===== config.mk =====
export PLATFORM = sky130hd
export DESIGN_NAME = text_stream_reader_flat
export DESIGN_NICKNAME = d
export VERILOG_FILES = /design/src/rtl/text_stream_reader_pkg.sv /design/src/rtl/text_stream_reader_if.sv /design/src/rtl/text_stream_reader_char_fifo.sv /design/src/rtl/text_stream_reader.sv /design/src/flat_wrapper.sv
export SDC_FILE = /design/constraint.sdc
export NUM_CORES = 1
export LEC_CHECK = 0
export CAP_MARGIN = 20
export CELL_PAD_IN_SITES_DETAIL_PLACEMENT = 0
export CELL_PAD_IN_SITES_GLOBAL_PLACEMENT = 1
export CORE_MARGIN = 2
export CORE_UTILIZATION = 41
export CTS_BUF_LIST = sky130_fd_sc_hd__clkbuf_4 sky130_fd_sc_hd__clkbuf_8 sky130_fd_sc_hd__clkbuf_16
export DETAILED_ROUTE_END_ITERATION = 6
export PLACE_DENSITY = 0.88
export SYNTH_ARGS = -nofsm -noshare
export SYNTH_HDL_FRONTEND = slang
export SYNTH_HIERARCHICAL = 1
export SYNTH_SLANG_ARGS = --single-unit

===== constraint.sdc =====
create_clock -name clk -period 4.8 [get_ports clk]
set_clock_uncertainty 0.05 [all_clocks]
set_input_delay 0.48 -clock clk [delete_from_list [all_inputs] [get_ports clk]]
set_output_delay 0.48 -clock clk [all_outputs]
set_load 0.01 [all_outputs]

===== src/rtl/text_stream_reader_pkg.sv =====
// text_stream_reader_pkg: shared constants and FSM state encoding for the text stream reader.
//   CHAR_W    - width of one character taken from memory data bits [6:0]
//   MEM_WORDS - number of valid text memory locations (0..MEM_WORDS-1)
//   state_t   - FSM state type; IDLE/RUN/DRAIN/DONE/ERR encodings
package text_stream_pkg;
    localparam int unsigned CHAR_W    = 7;
    localparam int unsigned MEM_WORDS = 60349;
    typedef logic [2:0] state_t;
    localparam state_t IDLE  = 3'd0;
    localparam state_t RUN   = 3'd1;
    localparam state_t DRAIN = 3'd2;
    localparam state_t DONE  = 3'd3;
    localparam state_t ERR   = 3'd4;
endpackage


===== src/rtl/text_stream_reader_if.sv =====
// text_stream_reader_if: memory read port plus character stream between reader and its environment.
//   master: reader side (drives MemoryAddress/memRD/memWD/DataIn and the char stream)
//   slave : memory/consumer side (drives DataOut and char_ready)
interface text_stream_reader_if
    import text_stream_pkg::*;
#(
    parameter int ADDR_W = 32
);
    logic [ADDR_W-1:0] MemoryAddress;
    logic              memRD;
    logic              memWD;
    logic [ADDR_W-1:0] DataIn;
    logic [ADDR_W-1:0] DataOut;
    logic [CHAR_W-1:0] char_data;
    logic              char_valid;
    logic              char_ready;
    logic              char_last;
    modport master (
        output MemoryAddress, memRD, memWD, DataIn, char_data, char_valid, char_last,
        input  DataOut, char_ready
    );
    modport slave (
        input  MemoryAddress, memRD, memWD, DataIn, char_data, char_valid, char_last,
        output DataOut, char_ready
    );
endinterface


===== src/rtl/text_stream_reader_char_fifo.sv =====
// char_fifo: synchronous character FIFO with occupancy count.
//   clk, rst_n       - clock, asynchronous active-low reset
//   push_i, data_i   - write strobe and character
//   pop_i, data_o    - read strobe and head character (0 while empty)
//   count_o          - occupancy 0..DEPTH
//   empty_o, full_o  - status flags
module char_fifo
    import text_stream_pkg::*;
#(
    parameter int DEPTH = 4
)(
    input  logic                     clk,
    input  logic                     rst_n,
    input  logic                     push_i,
    input  logic [CHAR_W-1:0]        data_i,
    input  logic                     pop_i,
    output logic [CHAR_W-1:0]        data_o,
    output logic [$clog2(DEPTH):0]   count_o,
    output logic                     empty_o,
    output logic                     full_o
);
    localparam int AW = $clog2(DEPTH);
    logic [CHAR_W-1:0] mem_q [DEPTH];
    logic [AW-1:0]     wr_q, rd_q;
    logic [AW:0]       count_q;
    always_ff @(posedge clk or negedge rst_n) begin
        if (!rst_n) begin
            wr_q    <= '0;
            rd_q    <= '0;
            count_q <= '0;
        end else begin
            if (push_i) wr_q <= wr_q + AW'(1);
            if (pop_i) rd_q <= rd_q + AW'(1);
            count_q <= count_q + (AW+1)'(push_i) - (AW+1)'(pop_i);
        end
    end
    always_ff @(posedge clk) begin
        if (push_i) mem_q[wr_q] <= data_i;
    end
    assign empty_o = count_q == '0;
    assign full_o  = count_q == (AW+1)'(DEPTH);
    assign count_o = count_q;
    // Storage is not reset, so the head is masked to keep the output clean while empty.
    assign data_o  = empty_o ? '0 : mem_q[rd_q];
endmodule


===== src/rtl/text_stream_reader.sv =====
// text_stream_reader: walks a memory address range and streams the 7-bit characters read back.
//   clk, Reset                 - clock, asynchronous active-low reset
//   start, base_addr, length   - command (sampled in IDLE only)
//   busy, done, err            - command status (done/err are one-cycle pulses)
//   bus (master)               - registered memory read port and valid/ready character stream
module text_stream_reader #(
    parameter int          ADDR_W    = 32,
    parameter int          LEN_W     = 16,
    parameter int          DEPTH     = 4,
    parameter int unsigned MEM_WORDS = text_stream_pkg::MEM_WORDS
)(
    input  logic               clk,
    input  logic               Reset,
    input  logic               start,
    input  logic [ADDR_W-1:0]  base_addr,
    input  logic [LEN_W-1:0]   length,
    output logic               busy,
    output logic               done,
    output logic               err,
    text_stream_reader_if.master bus
);
    import text_stream_pkg::*;
    localparam int CW = $clog2(DEPTH) + 1;
    state_t            state_q, state_d;
    logic [ADDR_W-1:0] ptr_q, ptr_d, addr_q, addr_d;
    logic [LEN_W-1:0]  issue_left_q, issue_left_d, pop_left_q, pop_left_d;
    logic              rd_q, rd_d, rd_v_q;
    logic [CW-1:0]     count;
    logic              empty, full, pop, credit, range_ok;
    logic [ADDR_W:0]   end_addr;
    logic              unused_bits;
    assign unused_bits = ^{bus.DataOut[ADDR_W-1:CHAR_W], full};
    assign pop      = bus.char_valid & bus.char_ready;
    assign end_addr = {1'b0, base_addr} + (ADDR_W+1)'(length);
    assign range_ok = end_addr <= (ADDR_W+1)'(MEM_WORDS);
    // A read may issue only if, after this edge's push/pop, every in-flight read
    // (rd_q: on the bus now, rd_v_q: data arriving now) still has a FIFO slot.
    assign credit = ({1'b0, count} + (CW+1)'(rd_q) + (CW+1)'(rd_v_q)) < ((CW+1)'(DEPTH) + (CW+1)'(pop));
    always_comb begin
        state_d      = state_q;
        ptr_d        = ptr_q;
        addr_d       = addr_q;
        issue_left_d = issue_left_q;
        pop_left_d   = pop_left_q - LEN_W'(pop);
        rd_d         = 1'b0;
        if (state_q == IDLE && start) begin
            if (length == '0) begin
                state_d = DONE;
            end else if (!range_ok) begin
                state_d = ERR;
            end else begin
                // First read goes out straight from the accepting edge; FIFO is empty in IDLE.
                state_d      = RUN;
                rd_d         = 1'b1;
                addr_d       = base_addr;
                ptr_d        = base_addr + ADDR_W'(1);
                issue_left_d = length - LEN_W'(1);
                pop_left_d   = length;
            end
        end else if (state_q == RUN) begin
            if (issue_left_q != '0 && credit) begin
                rd_d         = 1'b1;
                addr_d       = ptr_q;
                ptr_d        = ptr_q + ADDR_W'(1);
                issue_left_d = issue_left_q - LEN_W'(1);
            end
            if (issue_left_d == '0) state_d = DRAIN;
        end else if (state_q == DRAIN) begin
            if (pop && pop_left_q == LEN_W'(1)) state_d = DONE;
        end else if (state_q == DONE || state_q == ERR) begin
            state_d = IDLE;
        end
    end
    always_ff @(posedge clk or negedge Reset) begin
        if (!Reset) begin
            state_q      <= IDLE;
            ptr_q        <= '0;
            addr_q       <= '0;
            issue_left_q <= '0;
            pop_left_q   <= '0;
            rd_q         <= 1'b0;
            rd_v_q       <= 1'b0;
        end else begin
            state_q      <= state_d;
            ptr_q        <= ptr_d;
            addr_q       <= addr_d;
            issue_left_q <= issue_left_d;
            pop_left_q   <= pop_left_d;
            rd_q         <= rd_d;
            rd_v_q       <= rd_q;
        end
    end
    char_fifo #(.DEPTH(DEPTH)) u_fifo (
        .clk     (clk),
        .rst_n   (Reset),
        .push_i  (rd_v_q),
        .data_i  (bus.DataOut[CHAR_W-1:0]),
        .pop_i   (pop),
        .data_o  (bus.char_data),
        .count_o (count),
        .empty_o (empty),
        .full_o  (full)
    );
    assign bus.MemoryAddress = addr_q;
    assign bus.memRD         = rd_q;
    assign bus.memWD         = 1'b0;
    assign bus.DataIn        = '0;
    assign bus.char_valid    = !empty;
    assign bus.char_last     = !empty && pop_left_q == LEN_W'(1);
    assign busy              = state_q == RUN || state_q == DRAIN;
    assign done              = state_q == DONE;
    assign err               = state_q == ERR;
endmodule


===== src/flat_wrapper.sv =====
// flat-port wrapper written by rule: the top's interface ports become plain ports
module text_stream_reader_flat import text_stream_pkg::*;
#(
    parameter int          ADDR_W    = 32,
    parameter int          LEN_W     = 16,
    parameter int          DEPTH     = 4,
    parameter int unsigned MEM_WORDS = text_stream_pkg::MEM_WORDS
)
  (clk, Reset, start, base_addr, length, busy, done, err, bus_MemoryAddress, bus_memRD, bus_memWD, bus_DataIn, bus_char_data, bus_char_valid, bus_char_last, bus_DataOut, bus_char_ready);
  text_stream_reader_if #(.ADDR_W(ADDR_W)) bus_i ();
  input  logic clk;
  input  logic Reset;
  input  logic start;
  input  logic [ADDR_W-1:0] base_addr;
  input  logic [LEN_W-1:0] length;
  output logic busy;
  output logic done;
  output logic err;
  output wire logic [$bits(bus_i.MemoryAddress)-1:0] bus_MemoryAddress;
  output wire logic [$bits(bus_i.memRD)-1:0] bus_memRD;
  output wire logic [$bits(bus_i.memWD)-1:0] bus_memWD;
  output wire logic [$bits(bus_i.DataIn)-1:0] bus_DataIn;
  output wire logic [$bits(bus_i.char_data)-1:0] bus_char_data;
  output wire logic [$bits(bus_i.char_valid)-1:0] bus_char_valid;
  output wire logic [$bits(bus_i.char_last)-1:0] bus_char_last;
  input wire logic [$bits(bus_i.DataOut)-1:0] bus_DataOut;
  input wire logic [$bits(bus_i.char_ready)-1:0] bus_char_ready;
  assign bus_MemoryAddress = bus_i.MemoryAddress;
  assign bus_memRD = bus_i.memRD;
  assign bus_memWD = bus_i.memWD;
  assign bus_DataIn = bus_i.DataIn;
  assign bus_char_data = bus_i.char_data;
  assign bus_char_valid = bus_i.char_valid;
  assign bus_char_last = bus_i.char_last;
  assign bus_i.DataOut = bus_DataOut;
  assign bus_i.char_ready = bus_char_ready;
  text_stream_reader #(.ADDR_W(ADDR_W), .LEN_W(LEN_W), .DEPTH(DEPTH), .MEM_WORDS(MEM_WORDS)) u_core (.clk(clk), .Reset(Reset), .start(start), .base_addr(base_addr), .length(length), .busy(busy), .done(done), .err(err), .bus(bus_i));
endmodule

# ---- Yosys cells after proc, flatten, opt, wreduce, memory -nomap -nowiden
# Memories as Yosys holds them, arrays and structs flattened.
# Cells that the tools add are included.
dict set report word_totals {
  wordCells 90
  regBits 108
  ram_bits 28
  out_inout_bits 78
  inputBits 84
  memories 1
}
dict set report op_classes {
  n_lt_le_gt_ge 2
  bitwise_logic 1
  mux 36
  eq_ne 9
  n_addsub 13
  reduce_logical 18
}
# memory words width rd rd_clocked_by_memory_dff wr line_no
set memory_table {}
lappend memory_table {u_core.u_fifo.mem_q 4 7 1 0 1 text_stream_reader_char_fifo.sv:23} ;# logic [CHAR_W-1:0] mem_q [DEPTH];
# operator count
set op_table {}
lappend op_table {{two-way mux 32 bit} 10}
lappend op_table {{two-way mux 16 bit} 10}
lappend op_table {{adder 32 x 1 -> 32 bit, second input constant} 2}
lappend op_table {{adder 32 x 16 -> 33 bit} 1}
lappend op_table {{<= comparator 33 x 16 -> 1 bit, second input constant} 1}
lappend op_table {{logical NOT 16 bit} 2}
lappend op_table {{subtractor 16 x 1 -> 16 bit, second input constant} 2}
lappend op_table {{two-way mux 3 bit} 8}
lappend op_table {{== test 16 x 1 -> 1 bit, second input constant} 1}
lappend op_table {{nonzero test 16 bit} 1}
lappend op_table {{subtractor 16 x 1 -> 16 bit} 1}
lappend op_table {{two-way mux 1 bit} 7}
lappend op_table {{two-way mux 7 bit} 1}
lappend op_table {{== test 3 x 2 -> 1 bit, second input constant} 2}
lappend op_table {{logical NOT 3 bit} 2}
lappend op_table {{AND reduction 3 bit} 2}
lappend op_table {{adder 2 x 1 -> 2 bit, second input constant} 2}
lappend op_table {{adder 3 x 1 -> 4 bit} 1}
lappend op_table {{adder 3 x 1 -> 4 bit, first input constant} 1}
lappend op_table {{adder 4 x 1 -> 4 bit} 1}
lappend op_table {{logical AND 1 bit} 4}
lappend op_table {{less-than comparator 4 bit} 1}
lappend op_table {{!= test 4 x 2 -> 1 bit, second input constant} 1}
lappend op_table {{AND reduction 4 bit} 1}
lappend op_table {{other kinds (12)} 14}

# ---- Longest topological paths before layout
# Gate-level depths: netlist of the first run.
dict set report depth {
  ltp_word 13
  mapped_depth 17
  mapped_depth_nobuf 15
}

# ---- By module
# Netlist of the first run, hierarchy kept.
# module instances cells_each seq_area_each_um2 area_per_inst_um2
set by_module_without_submodules {}
lappend by_module_without_submodules {text_stream_reader 1 966 2527.4 7922.6}
lappend by_module_without_submodules {char_fifo 1 80 1016.0 1452.6}

# ---- Least setup slack after synthesis of the first run
# OpenSTA, ideal clock, no wires.
dict set report synth_timing {
  path_type {input to register}
  from {input port base_addr[0]}
  to {register u_core.addr_q[5], in the netlist u_core/bus.MemoryAddress[5]}
  path_stages 16
  path_buffers 1
  required_ns 4.623
  arrival_ns 3.656
  setup_time_ns 0.127
  path_slack_ns 0.967
  path_cell_list {ha_1 -> inv_1 -> fa_1 -> nand2b_1 -> a21oi_2 -> nor2_1 -> o41ai_1 -> nor2_1 -> or3_1 -> o31ai_1 -> o211ai_1 -> nor4b_4 -> nor2_2 -> inv_2 -> buf_4 -> mux2_1}
}
dict set report synth_between {
  elab_chain_len 4
}
# element line_no
set synth_lines {}
lappend synth_lines {{start, declared} flat_wrapper.sv:14} ;# input logic [ADDR_W-1:0] base_addr;
lappend synth_lines {{adder 32 x 16 -> 33 bit} text_stream_reader.sv:34} ;# assign end_addr = {1'b0, base_addr} + (ADDR_W+1)'(length);
lappend synth_lines {{<= comparator 33 x 16 -> 1 bit} text_stream_reader.sv:35} ;# assign range_ok = end_addr <= (ADDR_W+1)'(MEM_WORDS);
lappend synth_lines {{!= test 2 x 1 -> 1 bit (no line)} n/a}
lappend synth_lines {{AND reduction 4 bit (no line)} n/a}
lappend synth_lines {{end signal, assigned} text_stream_reader.sv:86} ;# addr_q <= addr_d;
lappend synth_lines {{end, declared} text_stream_reader.sv:25} ;# logic [ADDR_W-1:0] ptr_q, ptr_d, addr_q, addr_d;
# Every way passes these cells.
# A chain may end at the register's enable or synchronous reset.

# ---- Final worst setup path of the first run
dict set report layout_timing {
  from {input port base_addr[7]}
  to {register u_core.ptr_q[17]}
}
dict set report layout_between {
  elab_chain_len 4
  elab_cells_between_ends 8
  classes_between {add/sub (2); order compare (1); eq/ne (1); mux (3); reduce/logical (1)}
}
# element line_no
set layout_lines {}
lappend layout_lines {{adder 32 x 16 -> 33 bit / adder 32 x 1 -> 32 bit (equally long branches)} {text_stream_reader.sv:34, text_stream_reader.sv:56}}
lappend layout_lines {{<= comparator 33 x 16 -> 1 bit / two-way mux 32 bit (equally long branches)} {text_stream_reader.sv:35, text_stream_reader.sv:49}}
lappend layout_lines {{!= test 2 x 1 -> 1 bit (no line) / two-way mux 32 bit (equally long branches)} n/a}
lappend layout_lines {{AND reduction 4 bit (no line) / two-way mux 32 bit (equally long branches)} n/a}
lappend layout_lines {{end signal, assigned} text_stream_reader.sv:85} ;# ptr_q <= ptr_d;
lappend layout_lines {{end, declared} text_stream_reader.sv:25}
# Several ways; a longest one is shown, not always the timed one. The select of a mux whose other input is x is not followed.

==> reports/qor.yml, run 1 <==
status: "finished clean"
avgSynthCellArea_um2: 8.966
grt.overflow.total: 0
dp_hpwl_mm: 19.67
cts_resized: 0
drt_iter0_drc: 666
ff2ff_setup_slack_ns: 0.75
detail-route-antenna-nets: 0
cts_tree: "done"
critPathCaptureType: "flop"
clockBufferDepth: 2
grt_pass1_vias: 7929
syn_area_mm2: 0.009369
die-area_mm2: 0.02408
final_cell_mix: "108 x dfrtp_1, 102 x clkdlybuf4s50_1, 98 x nand2_1"
place_area_mm2: 0.01091
fin_crit_ns: 4.377
p_leak_nw: 5.040
crit_required_ns: 5.05
final_common_cell: "dfrtp_1"
setup_tns_ns: 0
post-route-period-util: 0.9119
drcViolationCount: 0
cts_root_buf: "clkbuf_16"
power.switching_mw: 1.791
crit_arrival_ns: 4.63
fill_cells: 2039
ys_warn_count: 6
die_h_um: 155.2
vias: 8440
wirelength_mm: 26.80
rsz0062_at_grt: "false"
max-cap-violations: 0
fin_area_mm2: 0.01158
clockPowerShare: 0.286
rows: 55
clk_pin_slew_worst_paths_ns: 0.06
worstHoldPathType: "flop to flop"
combPwrFrac: 0.386
whs_path_depth: 0
power_density_mw_per_mm2: 427.7
layout.nets: 1294
drt_pass1_iterations: 5
synthCells: 1045
track_usage: 0.2239
htreeDepth: 4
layout-drive-gt1-share: 0.1234
peakVddDrop_mv: 0.2459
viasPerCell: 5.718
fmax_mhz: 228.5
core_area_mm2: 0.02250
crit_fanout: 16
avgRoutedWirePerCell_um: 18.16
swShare: 0.3616
path_class: "input pin to flop"
ff2ff_path_depth: 12
tightestPinTransition_ns: 0.8794
power_frac_seq: 0.328
report.final.hold_viol_count: 0
area_delta_synth_final_pct: 23.64
cts.sinks: 136
intPower_mw: 3.163
clock_latency_ns: 0.42
start_util: 0.4163
grt_max_degree: 77
ioPinCount: 162
io_buffers: 103
antenna_found_initial: 0
grt_pass1_wl_mm: 42.82
die_x_um: 155.2
start_kind: "input pin"
final_max_slew_viol_count: 0
numCtsBuffers: 17
setup_violations: 0
slew_headroom: 0.4083
gp_congestion: 0.8836
antenna_cells: 0
==> final timing paths <==
check,start,end
setup / recovery,base_addr[7],u_core/ptr_q[17]
hold / removal,u_core/bus.memRD,u_core/rd_v_q
setup reg to reg,u_core/rd_v_q,u_core/state_q[1]
hold reg to reg,u_core/bus.memRD,u_core/rd_v_q
max in group asynchronous,Reset,u_core/ptr_q[6]
min in group asynchronous,Reset,u_core/bus.MemoryAddress[28]
==> per-stage QoR <==
| stage | setup WS, ns | util | total power [mW] | std cells | hold slack [ns] |
|---|---|---|---|---|---|
| global route | 0.1041 | 0.5148 | 5.262 | 1476 | 0.4543 |
| finish | 0.4229 | 0.5148 | 4.955 | 1476 | 0.4351 |
| detailed placement | 0.02670 | 0.4849 | 3.530 | 1442 | 0.4311 |
| CTS | 0.4670 | 0.5131 | 4.964 | 1474 | 0.2297 |
| floorplan | 0.9668 | - | 2.908 | 1077 | 0.1344 |
| global placement | 0.07257 | 0.4849 | 3.485 | 1442 | 0.4233 |
==> timing repair <==
action	4_1_cts	5_1_grt
hold buffers	0	1
hold endpoints to repair	0	26
setup buffers	0	0
==> critical path: stages <==
cell and delay [ns]:
clkdlybuf4s50_1 0.53, ha_1 0.42, a21oi_1 0.43, a21oi_1 0.25
buf_4 0.20, o21ai_1 0.36, o22ai_1 0.14, a2111oi_0 0.33
nand3_1 0.26, nor4b_4 0.43, buf_4 0.30, o22ai_1 0.13
a221o_1 0.37
==> power groups by stage <==
stage               registers, mW  logic [mW]  clock network, mW
floorplan                    1.55        1.36                  0
CTS                          1.62        1.90               1.44
global placement             1.63        1.85                  0
finish                       1.63        1.91               1.42
global route                 1.66        2.11               1.49
detailed placement           1.64        1.89                  0
==> flip-flops by register name (all words and copies together) (netlist names) <==
register,flops
u_core/u_fifo/rd_q,2
u_core/pop_left_q,16
u_core/u_fifo/count_o,3
u_core/ptr_q,32
u_core/bus.memRD,1
u_core/state_q,3
u_core/u_fifo/wr_q,2
u_core/bus.MemoryAddress,32
u_core/u_fifo/mem_q,28
u_core/rd_v_q,1
u_core/issue_left_q,16
==> metal layers <==
| layer | share of wire | global-route usage |
|---|---|---|
| met1 | 0.47 | 0.3321 |
| met2 | 0.44 | 0.3359 |
| met3 | 0.069 | 0.03872 |
| met4 | 0.017 | 0.06349 |
| met5 | 0 | 0 |
==> area by class of cell <==
type	count	area [µm²]	share of cell area
flip-flops and latches	136	3543	0.3059
repair buffers	168	1589	0.1372
clock buffers	21	461.7	0.03986
clock inverters	11	172.7	0.01491
well taps	285	356.6	0.03078
multi-input cells	817	5318	0.4591
inverters	38	142.6	0.01231
Power figures use the tool's default switching activity.
==> run 2: changes to the inputs <==
CORE_UTILIZATION = 44   (was 41)
PLACE_DENSITY = 0.93   (was 0.88)
SLEW_MARGIN = 20   (was default)
clock period = 5.43 ns   (was 4.8 ns; I/O delays follow)
==> run 2 against run 1 <==
Net effect: non-clock buffer count decreased by 38; die area shrank 6.6%; first-iteration DRC count increased by 11%; sequential cell count is the same; wire length is 3.4% lower; clock-buffer cell count did not move; critical path type unchanged; largest cell class unchanged.
==> reports/qor.yml, run 2 (same netlist as run 1, synthesis figures left out) <==
status: "finished clean"
grt_max_degree: 83
dp_hpwl_mm: 18.84
htreeDepth: 4
worstHoldPathType: "input pin to async pin"
drcViolationCount: 0
rr_endpoint: "u_core/state_q[1]"
rows: 53
report.final.hold_viol_count: 0
post-route-period-util: 0.8635
gp_congestion: 0.9048
layout-drive-gt1-share: 0.09540
final_cell_mix: "108 x dfrtp_1, 102 x clkdlybuf4s50_1, 98 x nand2_1"
power_density_mw_per_mm2: 378.6
cts_setup_buffers: 0
power_frac_seq: 0.339
start_util: 0.4471
core_area_mm2: 0.02096
setup_tns_ns: 0
antenna_cells: 0
die_h_um: 149.9
antenna_found_initial: 0
numCtsBuffers: 17
fin_crit_ns: 4.689
ff2ff_path_depth: 12
avgRoutedWirePerCell_um: 18.12
tightestPinTransition_ns: 0.9571
slew_headroom: 0.3619
grt.overflow.total: 0
cts_resized: 0
viasPerCell: 5.820
area_delta_synth_final_pct: 19.47
fill_cells: 1931
layout.nets: 1256
rsz0062_at_grt: "false"
cts_tree: "done"
final_max_slew_viol_count: 0
drt_pass1_iterations: 7
swShare: 0.3721
drt_iter0_drc: 737
grt_pass1_vias: 7809
layout.cells.non_filler: 1428
crit_required_ns: 5.70
cts_root_buf: "clkbuf_16"
die-area_mm2: 0.02248
fmax_mhz: 213.3
combPwrFrac: 0.386
clockBufferDepth: 2
power.switching_mw: 1.577
intPower_mw: 2.661
cts_hold_buf: 0
crit_fanout: 50
r2r_start: "u_core/u_fifo/count_o[2]"
max-cap-violations: 0
placedCellCount: 1396
clock_latency_ns: 0.43
final_common_cell: "dfrtp_1"
cts.sinks: 136
clockPowerShare: 0.275
die_x_um: 149.9
detail-route-antenna-nets: 0
grt_pass1_wl_mm: 41.32
wirelength_mm: 25.88
critPathCaptureType: "flop"
setup_violations: 0
p_leak_nw: 4.815
clk_pin_slew_worst_paths_ns: 0.06
ioPinCount: 162
track_usage: 0.2348
peakVddDrop_mv: 0.2802
io_buffers: 103
start_kind: "input pin"
utilization: 0.5342
crit_arrival_ns: 4.95
path_class: "input pin to flop"
ff2ff_setup_slack_ns: 1.22
vias: 8311
run 2: cell type report:
class	count	area [µm²]	area share
Inverter	38	142.6	0.01274
Timing Repair Buffer	130	1244	0.1111
Clock inverter	11	110.1	0.009837
Clock buffer	21	491.7	0.04393
Tap cell	275	344.1	0.03074
Multi-Input combinational cell	817	5318	0.4751
Sequential cell	136	3543	0.3166
run 2: through the flow:
step | total power, mW | setup slack (ns) | area (µm²) | hold slack, ns
after floorplan | 2.571 | 1.534 | 9489 | 0.1974
after global placement | 3.027 | 0.3943 | 10590 | 0.4107
after detailed placement | 3.068 | 0.3605 | 10590 | 0.4197
after CTS | 4.245 | 0.8096 | 11190 | 0.2476
after global routing | 4.504 | 0.4635 | 11190 | 0.2907
final | 4.238 | 0.7414 | 11190 | 0.2057
run 2: layer usage:
metal,up-vias,global-route usage,share of wire
met5,-,0,0
met1,3990,0.3392,0.46
met4,0,0.06792,0.018
met3,34,0.05000,0.074
li1,3976,-,-
met2,311,0.3546,0.45
run 2: worst max-delay path by stage:
stage | to | cells past startpoint | from | slack, ns
floorplan | u_core/bus.MemoryAddress[5] | 16 | base_addr[0] | 1.53
global placement | u_core/ptr_q[17] | 16 | length[0] | 0.39
detailed placement | u_core/ptr_q[17] | 15 | length[0] | 0.36
CTS | u_core/ptr_q[17] | 15 | length[0] | 0.81
global route | u_core/ptr_q[17] | 15 | length[0] | 0.46
finish | u_core/ptr_q[17] | 15 | base_addr[11] | 0.74
run 2: critical path: stages:
cell and delay [ns]:
clkdlybuf4s50_1 0.62, ha_1 0.50, nand4_1 0.15, nor2_1 0.17, nand4_1 0.17, o211a_1 0.31
buf_4 0.17, o22ai_1 0.18, o22ai_1 0.09, a2111oi_0 0.42, nand3_1 0.26, nor4b_4 0.32
buf_4 0.50, o22ai_1 0.17, a221o_1 0.36
run 2: power by group through the flow:
stage | Clock [mW] | Sequential, mW | Combinational (mW)
5_1_grt | 1.23 | 1.47 | 1.81
2_1_floorplan | 0 | 1.37 | 1.20
3_3_place_gp | 0 | 1.44 | 1.59
4_1_cts | 1.19 | 1.43 | 1.63
3_5_place_dp | 0 | 1.45 | 1.62
6_report | 1.17 | 1.43 | 1.64
==> run 3: changes to the inputs <==
GPL_TIMING_DRIVEN = 0   (was default)
==> run 3 against run 2 <==
Net effect: the flow now finishes with violations (negative hold slack); wire length is 12% higher; sequential cell count stayed put; final cell count is 4.1% higher; worst setup slack worse by 0.42 ns; clock-buffer cell count is 1 lower; critical path depth is 3 higher; power is 3.1% higher; critical endpoint is now u_core/bus.MemoryAddress[26]; largest power group unchanged.
==> reports/qor.yml, run 3 (same netlist as run 1, synthesis figures left out) <==
die_x_um: 149.9
status: "complete, but fails checks"
worst_hold_slack_ns: -0.003066
ioPinCount: 162
drt_pass1_iterations: 6
gp_congestion: 0.9485
power_frac_seq: 0.316
grt_max_degree: 63
cts_resized: 0
start_util: 0.4471
clock_latency_ns: 0.42
layout.nets: 1314
placedCellCount: 1454
track_usage: 0.2571
violations: "negative hold slack"
report.final.hold_viol_count: 2
area_delta_synth_final_pct: 22.48
cts_root_buf: "clkbuf_16"
rows: 53
detail-route-antenna-nets: 0
final_max_slew_viol_count: 0
layout-drive-gt1-share: 0.1123
drt_iter0_drc: 836
die_h_um: 149.9
p_leak_nw: 4.996
vias: 8792
combPwrFrac: 0.420
avgRoutedWirePerCell_um: 19.47
die-area_mm2: 0.02248
io_buffers: 101
cts.sinks: 136
setup_violations: 0
antenna_cells: 0
path_class: "input pin to flop"
post-route-period-util: 0.9407
dp_hpwl_mm: 21.69
cts_setup_buffers: 0
rsz0062_at_grt: "false"
grt.overflow.total: 0
antenna_found_initial: 0
crit_fanout: 10
numCtsBuffers: 17
crit_required_ns: 5.67
fin_crit_ns: 5.108
power.switching_mw: 1.687
intPower_mw: 2.684
clockPowerShare: 0.264
viasPerCell: 5.917
fin_area_mm2: 0.01147
r2r_start: "u_core/u_fifo/count_o[2]"
clockBufferDepth: 2
htreeDepth: 4
place_area_mm2: 0.01088
crit_arrival_ns: 5.35
power_density_mw_per_mm2: 380.9
drcViolationCount: 0
core_area_mm2: 0.02096
cts_hold_buf: 0
final_common_cell: "dfrtp_1"
wirelength_mm: 28.93
worstHoldPathType: "input pin to async pin"
critPathCaptureType: "flop"
total_power_mw: 4.371
critPathLaunch: "length[0]"
grt_pass1_wl_mm: 44.51
peakVddDrop_mv: 0.2568
start_kind: "input pin"
tightestPinTransition_ns: 0.8764
cts_tree: "done"
utilization: 0.5476
final_cell_mix: "108 x dfrtp_1, 100 x clkdlybuf4s50_1, 98 x nand2_1"
clk_pin_slew_worst_paths_ns: 0.06
swShare: 0.3859
slew_headroom: 0.4145
max-cap-violations: 0
fmax_mhz: 195.8
layout.cells.non_filler: 1486
grt_pass1_vias: 7973
run 3: changes by cell type in the layout (fill, tap and decap cells not counted), sizes merged:
cell and change:
clkinv +1, clkbuf +28, clkinvlp +1, clkdlybuf4s50 -2, buf +31, inv -1
run 3: worst max-delay path, stage by stage:
cell and delay [ns]:
clkdlybuf4s50_1 0.57, ha_1 0.21, inv_1 0.06, fa_1 0.37, nand2b_1 0.21, a21oi_2 0.24
nor2_1 0.09, o41ai_1 0.35, nor2_1 0.12, or3_1 0.37, o31ai_1 0.35, o211ai_1 0.21
nor4b_4 0.66, nor2_2 0.21, inv_2 0.17, buf_4 0.23, buf_4 0.25, a21oi_1 0.10
run 3: final cells by class:
type / instances / area [µm²]
Timing Repair Buffer: 102 / 1040
Buffer: 86 / 486.7
Clock buffer: 20 / 483.0
Fill cell: 1915 / 9480
Inverter: 38 / 142.6
Tap cell: 275 / 344.1
Sequential cell: 136 / 3543
Multi-Input combinational cell: 817 / 5321
Clock inverter: 12 / 113.9
run 3: worst paths after layout:
| kind | slack (ns) | to | cells past startpoint |
|---|---|---|---|
| hold reg to reg | 0.44 | u_core/rd_v_q | 0 |
| setup reg to reg | 1.10 | u_core/ptr_q[25] | 13 |
| max in group asynchronous | 4.65 | u_core/bus.MemoryAddress[6] | 2 |
| hold / removal | -0.003 | u_core/bus.MemoryAddress[26] | 1 |
| setup / recovery | 0.32 | u_core/bus.MemoryAddress[26] | 18 |
| min in group clk | 0.44 | u_core/rd_v_q | 0 |
run 3: power by group through the flow:
stage | Sequential (mW) | Combinational (mW) | Clock, mW
floorplan | 1.37 | 1.20 | 0
global placement | 1.39 | 1.75 | 0
detailed placement | 1.40 | 1.79 | 0
CTS | 1.38 | 1.80 | 1.17
global route | 1.41 | 2.00 | 1.20
finish | 1.38 | 1.83 | 1.15
run 3: metal layers:
layer | vias to the layer above | track usage | routed length [µm]
met3 | 56 | 0.05030 | 2862
met2 | 473 | 0.3922 | 12840
met5 | - | 0 | 0
li1 | 4094 | - | -
met1 | 4169 | 0.3615 | 12440
met4 | 0 | 0.09717 | 787
run 3: per-stage QoR:
step | worst slack (ns) | setup TNS [ns]
2_1_floorplan | 1.534 | 0
3_3_place_gp | -0.5998 | -63.95
3_5_place_dp | -0.02445 | -0.08048
4_1_cts | 0.4154 | 0
5_1_grt | 0.1493 | 0
6_report | 0.3218 | 0
